$ cat config.mk
export PLATFORM = sky130hd
export DESIGN_NAME = line_buffer_sched_flat
export DESIGN_NICKNAME = d
export VERILOG_FILES = /design/src/rtl/line_buffer_sched_if.sv /design/src/rtl/line_buffer_sched.sv /design/src/flat_wrapper.sv
export SDC_FILE = /design/constraint.sdc
export NUM_CORES = 1
export LEC_CHECK = 0
export ABC_AREA = 1
export BUFFER_PORTS_ARGS = -buffer_cell sky130_fd_sc_hd__buf_4
export CORE_UTILIZATION = 50
export CTS_BUF_LIST = sky130_fd_sc_hd__clkbuf_4
export DETAILED_ROUTE_END_ITERATION = 8
export PLACE_DENSITY = 0.81
export SLEW_MARGIN = 20
export SYNTH_ARGS = -nofsm -noshare
export SYNTH_HDL_FRONTEND = slang
export SYNTH_SLANG_ARGS = --single-unit
$ cat constraint.sdc
create_clock -name clk -period 2.7 [get_ports clk]
set_clock_uncertainty 0.15 [all_clocks]
set_input_delay 0.135 -clock clk [delete_from_list [all_inputs] [get_ports clk]]
set_output_delay 0.135 -clock clk [all_outputs]
set_load 0.05 [all_outputs]
$ cat src/rtl/line_buffer_sched_if.sv
// Handshake bundle between the capture stage, the line RAM bank and the scheduler.
// The scheduler uses the slave view; the capture/bench side uses the master view.
interface line_buffer_sched_if #(
    parameter int AW = 9
);
    logic          VSYNC;
    logic          Href;
    logic          pix_valid;
    logic [2:0]    wr_en;
    logic [AW-1:0] wr_addr;
    logic          rd_en;
    logic [AW-1:0] rd_addr;
    logic [1:0]    bank_top;
    logic [1:0]    bank_mid;
    logic          win_valid;
    logic          row_done;
    logic          ovf;

    modport master (
        output VSYNC, Href, pix_valid,
        input  wr_en, wr_addr, rd_en, rd_addr, bank_top, bank_mid,
               win_valid, row_done, ovf
    );

    modport slave (
        input  VSYNC, Href, pix_valid,
        output wr_en, wr_addr, rd_en, rd_addr, bank_top, bank_mid,
               win_valid, row_done, ovf
    );
endinterface

$ cat src/rtl/line_buffer_sched.sv
// Rotating three-line RAM scheduler for the Sobel 3x3 window: write/read enables,
// addresses, top/middle bank selects and window-valid, driven from VSYNC/Href/pixel strobes.
module line_buffer_sched #(
    parameter int WIDTH_SOBEL = 8,
    parameter int AW          = 9
) (
    input  logic                 clk,
    input  logic                 rst,
    line_buffer_sched_if.slave   bus
);

    typedef enum logic [1:0] {
        IDLE     = 2'd0,
        ROW_WAIT = 2'd1,
        ROW_ACT  = 2'd2
    } state_t;

    localparam logic [AW:0]   COL_MAX = (AW+1)'(WIDTH_SOBEL);
    localparam logic [AW:0]   COL_ONE = (AW+1)'(1);
    localparam logic [AW-1:0] WIN_COL = AW'(2);

    // Bank index arithmetic modulo 3 on the 2-bit bank encoding.
    function automatic logic [1:0] mod3_add(input logic [1:0] b, input logic [1:0] k);
        logic [2:0] s;
        s = {1'b0, b} + {1'b0, k};
        if (s >= 3'd3) begin
            s = s - 3'd3;
        end else begin
            s = s;
        end
        return s[1:0];
    endfunction

    state_t        state_r;
    state_t        state_nxt_s;
    logic          vsync_q_r;
    logic          href_q_r;
    logic          vs_rise_s;
    logic          h_rise_s;
    logic          h_fall_s;
    logic          row_start_s;
    logic          close_row_s;
    logic          accept_s;
    logic          in_range_s;
    logic [AW:0]   col_r;
    logic [AW:0]   col_eff_s;
    logic [1:0]    wr_bank_r;
    logic [1:0]    rows_stored_r;
    logic [2:0]    wr_en_r;
    logic [AW-1:0] wr_addr_r;
    logic          rd_en_r;
    logic [AW-1:0] rd_addr_r;
    logic          win_valid_r;
    logic          row_done_r;
    logic          ovf_r;

    // Edge detection, next-state selection and the per-cycle pixel decision.
    always_comb begin
        vs_rise_s   = bus.VSYNC & ~vsync_q_r;
        h_rise_s    = bus.Href & ~href_q_r;
        h_fall_s    = ~bus.Href & href_q_r;
        row_start_s = 1'b0;
        close_row_s = 1'b0;
        state_nxt_s = state_r;
        if (vs_rise_s) begin
            state_nxt_s = ROW_WAIT;
        end else begin
            case (state_r)
                IDLE: begin
                    state_nxt_s = IDLE;
                end
                ROW_WAIT: begin
                    if (h_rise_s) begin
                        state_nxt_s = ROW_ACT;
                        row_start_s = 1'b1;
                    end else begin
                        state_nxt_s = ROW_WAIT;
                    end
                end
                ROW_ACT: begin
                    if (h_fall_s) begin
                        state_nxt_s = ROW_WAIT;
                        close_row_s = 1'b1;
                    end else begin
                        state_nxt_s = ROW_ACT;
                    end
                end
                default: begin
                    state_nxt_s = IDLE;
                end
            endcase
        end
        // A pixel on the row-start cycle is column 0 regardless of the stale counter.
        col_eff_s  = row_start_s ? {(AW+1){1'b0}} : col_r;
        accept_s   = bus.pix_valid & bus.Href &
                     (row_start_s | ((state_r == ROW_ACT) & ~vs_rise_s));
        in_range_s = (col_eff_s < COL_MAX);
    end

    // State and input history registers; VSYNC history resets high so a level is not an edge.
    always_ff @(posedge clk or negedge rst) begin
        if (!rst) begin
            state_r   <= IDLE;
            vsync_q_r <= 1'b1;
            href_q_r  <= 1'b0;
        end else begin
            state_r   <= state_nxt_s;
            vsync_q_r <= bus.VSYNC;
            href_q_r  <= bus.Href;
        end
    end

    // Column/bank bookkeeping and registered RAM control outputs.
    always_ff @(posedge clk or negedge rst) begin
        if (!rst) begin
            col_r         <= {(AW+1){1'b0}};
            wr_bank_r     <= 2'd0;
            rows_stored_r <= 2'd0;
            wr_en_r       <= 3'b000;
            wr_addr_r     <= {AW{1'b0}};
            rd_en_r       <= 1'b0;
            rd_addr_r     <= {AW{1'b0}};
            win_valid_r   <= 1'b0;
            row_done_r    <= 1'b0;
            ovf_r         <= 1'b0;
        end else begin
            wr_en_r     <= 3'b000;
            rd_en_r     <= 1'b0;
            row_done_r  <= 1'b0;
            win_valid_r <= rd_en_r & (rd_addr_r >= WIN_COL);
            if (vs_rise_s) begin
                col_r         <= {(AW+1){1'b0}};
                wr_bank_r     <= 2'd0;
                rows_stored_r <= 2'd0;
                ovf_r         <= 1'b0;
            end else if (accept_s) begin
                if (in_range_s) begin
                    wr_en_r   <= 3'b001 << wr_bank_r;
                    wr_addr_r <= col_eff_s[AW-1:0];
                    if (rows_stored_r == 2'd2) begin
                        rd_en_r   <= 1'b1;
                        rd_addr_r <= col_eff_s[AW-1:0];
                    end else begin
                        rd_en_r   <= 1'b0;
                    end
                    col_r <= col_eff_s + COL_ONE;
                end else begin
                    ovf_r <= 1'b1;
                    col_r <= col_eff_s;
                end
            end else if (row_start_s) begin
                col_r <= {(AW+1){1'b0}};
            end else if (close_row_s && (col_r != {(AW+1){1'b0}})) begin
                wr_bank_r     <= mod3_add(wr_bank_r, 2'd1);
                rows_stored_r <= (rows_stored_r == 2'd2) ? 2'd2 : (rows_stored_r + 2'd1);
                row_done_r    <= 1'b1;
            end else begin
                col_r <= col_r;
            end
        end
    end

    assign bus.wr_en     = wr_en_r;
    assign bus.wr_addr   = wr_addr_r;
    assign bus.rd_en     = rd_en_r;
    assign bus.rd_addr   = rd_addr_r;
    assign bus.win_valid = win_valid_r;
    assign bus.row_done  = row_done_r;
    assign bus.ovf       = ovf_r;
    assign bus.bank_top  = mod3_add(wr_bank_r, 2'd1);
    assign bus.bank_mid  = mod3_add(wr_bank_r, 2'd2);

endmodule

$ cat src/flat_wrapper.sv
// flat-port wrapper written by rule: the top's interface ports become plain ports
module line_buffer_sched_flat 
#(
    parameter int WIDTH_SOBEL = 8,
    parameter int AW          = 9
)
  (clk, rst, bus_VSYNC, bus_Href, bus_pix_valid, bus_wr_en, bus_wr_addr, bus_rd_en, bus_rd_addr, bus_bank_top, bus_bank_mid, bus_win_valid, bus_row_done, bus_ovf);
  line_buffer_sched_if #(.AW(AW)) bus_i ();
  input  logic clk;
  input  logic rst;
  input wire logic [$bits(bus_i.VSYNC)-1:0] bus_VSYNC;
  input wire logic [$bits(bus_i.Href)-1:0] bus_Href;
  input wire logic [$bits(bus_i.pix_valid)-1:0] bus_pix_valid;
  output wire logic [$bits(bus_i.wr_en)-1:0] bus_wr_en;
  output wire logic [$bits(bus_i.wr_addr)-1:0] bus_wr_addr;
  output wire logic [$bits(bus_i.rd_en)-1:0] bus_rd_en;
  output wire logic [$bits(bus_i.rd_addr)-1:0] bus_rd_addr;
  output wire logic [$bits(bus_i.bank_top)-1:0] bus_bank_top;
  output wire logic [$bits(bus_i.bank_mid)-1:0] bus_bank_mid;
  output wire logic [$bits(bus_i.win_valid)-1:0] bus_win_valid;
  output wire logic [$bits(bus_i.row_done)-1:0] bus_row_done;
  output wire logic [$bits(bus_i.ovf)-1:0] bus_ovf;
  assign bus_i.VSYNC = bus_VSYNC;
  assign bus_i.Href = bus_Href;
  assign bus_i.pix_valid = bus_pix_valid;
  assign bus_wr_en = bus_i.wr_en;
  assign bus_wr_addr = bus_i.wr_addr;
  assign bus_rd_en = bus_i.rd_en;
  assign bus_rd_addr = bus_i.rd_addr;
  assign bus_bank_top = bus_i.bank_top;
  assign bus_bank_mid = bus_i.bank_mid;
  assign bus_win_valid = bus_i.win_valid;
  assign bus_row_done = bus_i.row_done;
  assign bus_ovf = bus_i.ovf;
  line_buffer_sched #(.WIDTH_SOBEL(WIDTH_SOBEL), .AW(AW)) u_core (.clk(clk), .rst(rst), .bus(bus_i));
endmodule
==> qor.yml <==
detailed_routing:
  drtIter0Drc: 55
  via_per_inst: 4.693
  routed_wirelength_mm: 3.283
  firstDrtPassIters: 4
  vias: 1361
  ant_nets: 0
  route.detailed.drc: 0
  wire_per_inst_um: 11.32
final_layout:
  fin_nets: 257
  layout-drive-gt1-share_pct: 22.95
  area_growth_pct: 20.03
  finalNonFillerCells: 290
  design_area_um2: 2257
  fin_util_pct: 65.08
  diodes: 0
clock_tree:
  cts_max_level: 2
  clk_path_buf_depth: 2
  cts.repair.resized: 0
  clk_pin_slew_ns: 0.12
  insertion_delay_ns: 0.35
  cts_setup_buffers: 0
  cts_tree: "built"
  postCtsHoldBufs: 3
  cts-root-buf: "clkbuf_4"
  clock_sinks: 43
  cts_inserted_buffers: 5
synth:
  synth_area_um2: 1881
  synth_area_leaders: "dfrtp_1 (56%), nand2_1 (9.2%), inv_1 (7.2%)"
  synth-seq-area-share_pct: 57.29
  synthesis.nets: 216
  yosys_register_bits: 43
  netlist_instances: 202
  synth_cell_types: 21
  synth.avg_cell_area_um2: 9.310
  synth.largest_area_cell: "dfrtp_1"
  yosys_warnings: 0
  synth_top_area_share_pct: 55.89
critical_path:
  rr_startpoint: "u_core.vsync_q_r"
  r2r_setup_slack_ns: 0.74
  required_ns: 2.81
  critPathKind: "flop to flop"
  crit_arrival_ns: 2.08
  critPathMaxFanout: 15
  reg2reg_depth: 12
  end_kind: "flop"
  cp-start-kind: "flop"
  rr_endpoint: "u_core.col_r[2]"
placed_design:
  dp_slack_ns: 0.7455
  dp_hpwl_mm: 2.348
  routabilityCongestion: 0.7506
  place_area_um2: 2175
  port_buffers: 33
  dp_cells: 279
sta:
  tns_ns: 0
  rsz0062_at_grt: "no"
  final-setup-viol-count: 0
  hold_ws_ns: 0.1065
  hold_violations: 0
  setup_slack_ns: 0.7351
  min_period_ns: 1.965
  fmax_mhz: 508.9
  slew_headroom_pct: 64.97
  finalCritPeriodShare_pct: 72.78
  worst_pin_slew_ns: 0.5254
  slew_viol_final: 0
min_path:
  min_path_cells: 5
  hold_class: "primary input to flop"
  min_to: "u_core.bus.wr_en[0]"
  min-delay-start: "bus_pix_valid"
floorplan:
  dieArea_um2: 4010
  rows: 21
  fp.coreArea_um2: 3468
  ios: 34
  die_h_um: 63.33
  start_util_pct: 54.22
  fp.dieW_um: 63.33
global_routing:
  antenna_found_initial: 0
  use_met2_pct: 29.79
  grtUsageTotal_pct: 18.31
  grt_pass1_wl_mm: 5.602
  grt.met3_usage_pct: 4.167
  grt-ovfl-total: 0
  grtUsageMet1_pct: 23.00
  first_global_vias: 1292
  grt_max_degree: 44
  busiest_layer: "met2"
pwr:
  fin_total_pwr_mw: 1.223
  ir_worst_vdd_mv: 0.2813
  power_density_nw_per_um2: 541.8
  p_leak_nw: 1.329
run:
  maxCapViolations: 0
status:
  status: "completed"
==> cell type report <==
cell class | count | area [um^2]
Tap cell | 46 | 57.56
Clock inverter | 3 | 15.01
Multi-Input combinational cell | 118 | 645.6
Timing Repair Buffer | 36 | 277.8
Fill cell | 318 | 1211
Sequential cell | 43 | 1077
Inverter | 39 | 146.4
Clock buffer | 5 | 37.54
==> worst max path at each step <==
| stage | start | end | slack [ns] | depth (start not counted) |
|---|---|---|---|---|
| global route | u_core.vsync_q_r | u_core.col_r[1] | 0.62 | 8 |
| CTS | u_core.vsync_q_r | u_core.col_r[2] | 0.73 | 12 |
| finish | u_core.vsync_q_r | u_core.col_r[2] | 0.74 | 12 |
| global placement | u_core.vsync_q_r | u_core.col_r[2] | 0.80 | 12 |
| floorplan | u_core.vsync_q_r | u_core.col_r[2] | 1.03 | 12 |
| detailed placement | u_core.vsync_q_r | u_core.col_r[2] | 0.75 | 12 |
==> critical path, stage by stage, from the launching register on <==
cell and delay [ns]:
dfstp_2 0.58, inv_2 0.04, nand2_2 0.22, nand3_2 0.21, nand2_1 0.14, inv_1 0.07, ha_1 0.17, inv_1 0.05
nor2_1 0.03, nand2_1 0.07, nand2_1 0.05, nand2_1 0.05, nor2_1 0.04
==> where the power goes <==
| part | internal (mW) | switching, mW | total (mW) |
|---|---|---|---|
| logic | 0.0646 | 0.165 | 0.230 |
| clock network | 0.0956 | 0.203 | 0.298 |
| registers | 0.677 | 0.0177 | 0.695 |
==> layer usage <==
| metal | up-vias | part of all wire [%] | wire length, um |
|---|---|---|---|
| li1 | 694 | - | - |
| met1 | 624 | 47 | 1542 |
| met2 | 35 | 46 | 1509 |
| met3 | 8 | 5.0 | 163 |
| met4 | 0 | 2.1 | 68 |
| met5 | - | 0 | 0 |
==> state kept, by name (all words and copies together), names as in the netlist, 2 cells and up <==
signal and cells:
u_core.bus.rd_addr 9, u_core.bus.wr_addr 9, u_core.bus.wr_en 3, u_core.col_r 10, u_core.rows_stored_r 2, u_core.state_r 2
u_core.wr_bank_r 2
==> Yosys cell counts (all sizes together) <==
cell type,instances
nand2,52
dfrtp,42
a21oi,1
inv,39
nor3b,1
nor3,1
ha,9
clkbuf,1
a21boi,1
nand3,13
nor2,29
buf,1
nor4,2
o21ai,9
dfstp,1
==> cell usage in the layout, fill, tap and decap left out, drive strengths merged <==
| cell type | instances |
|---|---|
| nand2 | 52 |
| nand3 | 13 |
| clkinv | 2 |
| buf | 33 |
| a21oi | 1 |
| nor3 | 1 |
| nor3b | 1 |
| dfrtp | 42 |
| ha | 9 |
| nor2 | 29 |
| clkbuf | 5 |
| dlygate4sd3 | 3 |
| a21boi | 1 |
| dfstp | 1 |
| o21ai | 9 |
| clkinvlp | 1 |
| inv | 39 |
| nor4 | 2 |
==> cell families after synthesis <==
group | after synthesis | synth area share [%]
simple gates | 98 | 24.68
flops | 43 | 57.29
buf+inv | 41 | 8.383
compound gates | 11 | 3.660
fa+ha+maj | 9 | 5.988
Note: power is estimated with default switching activity, not from simulation.
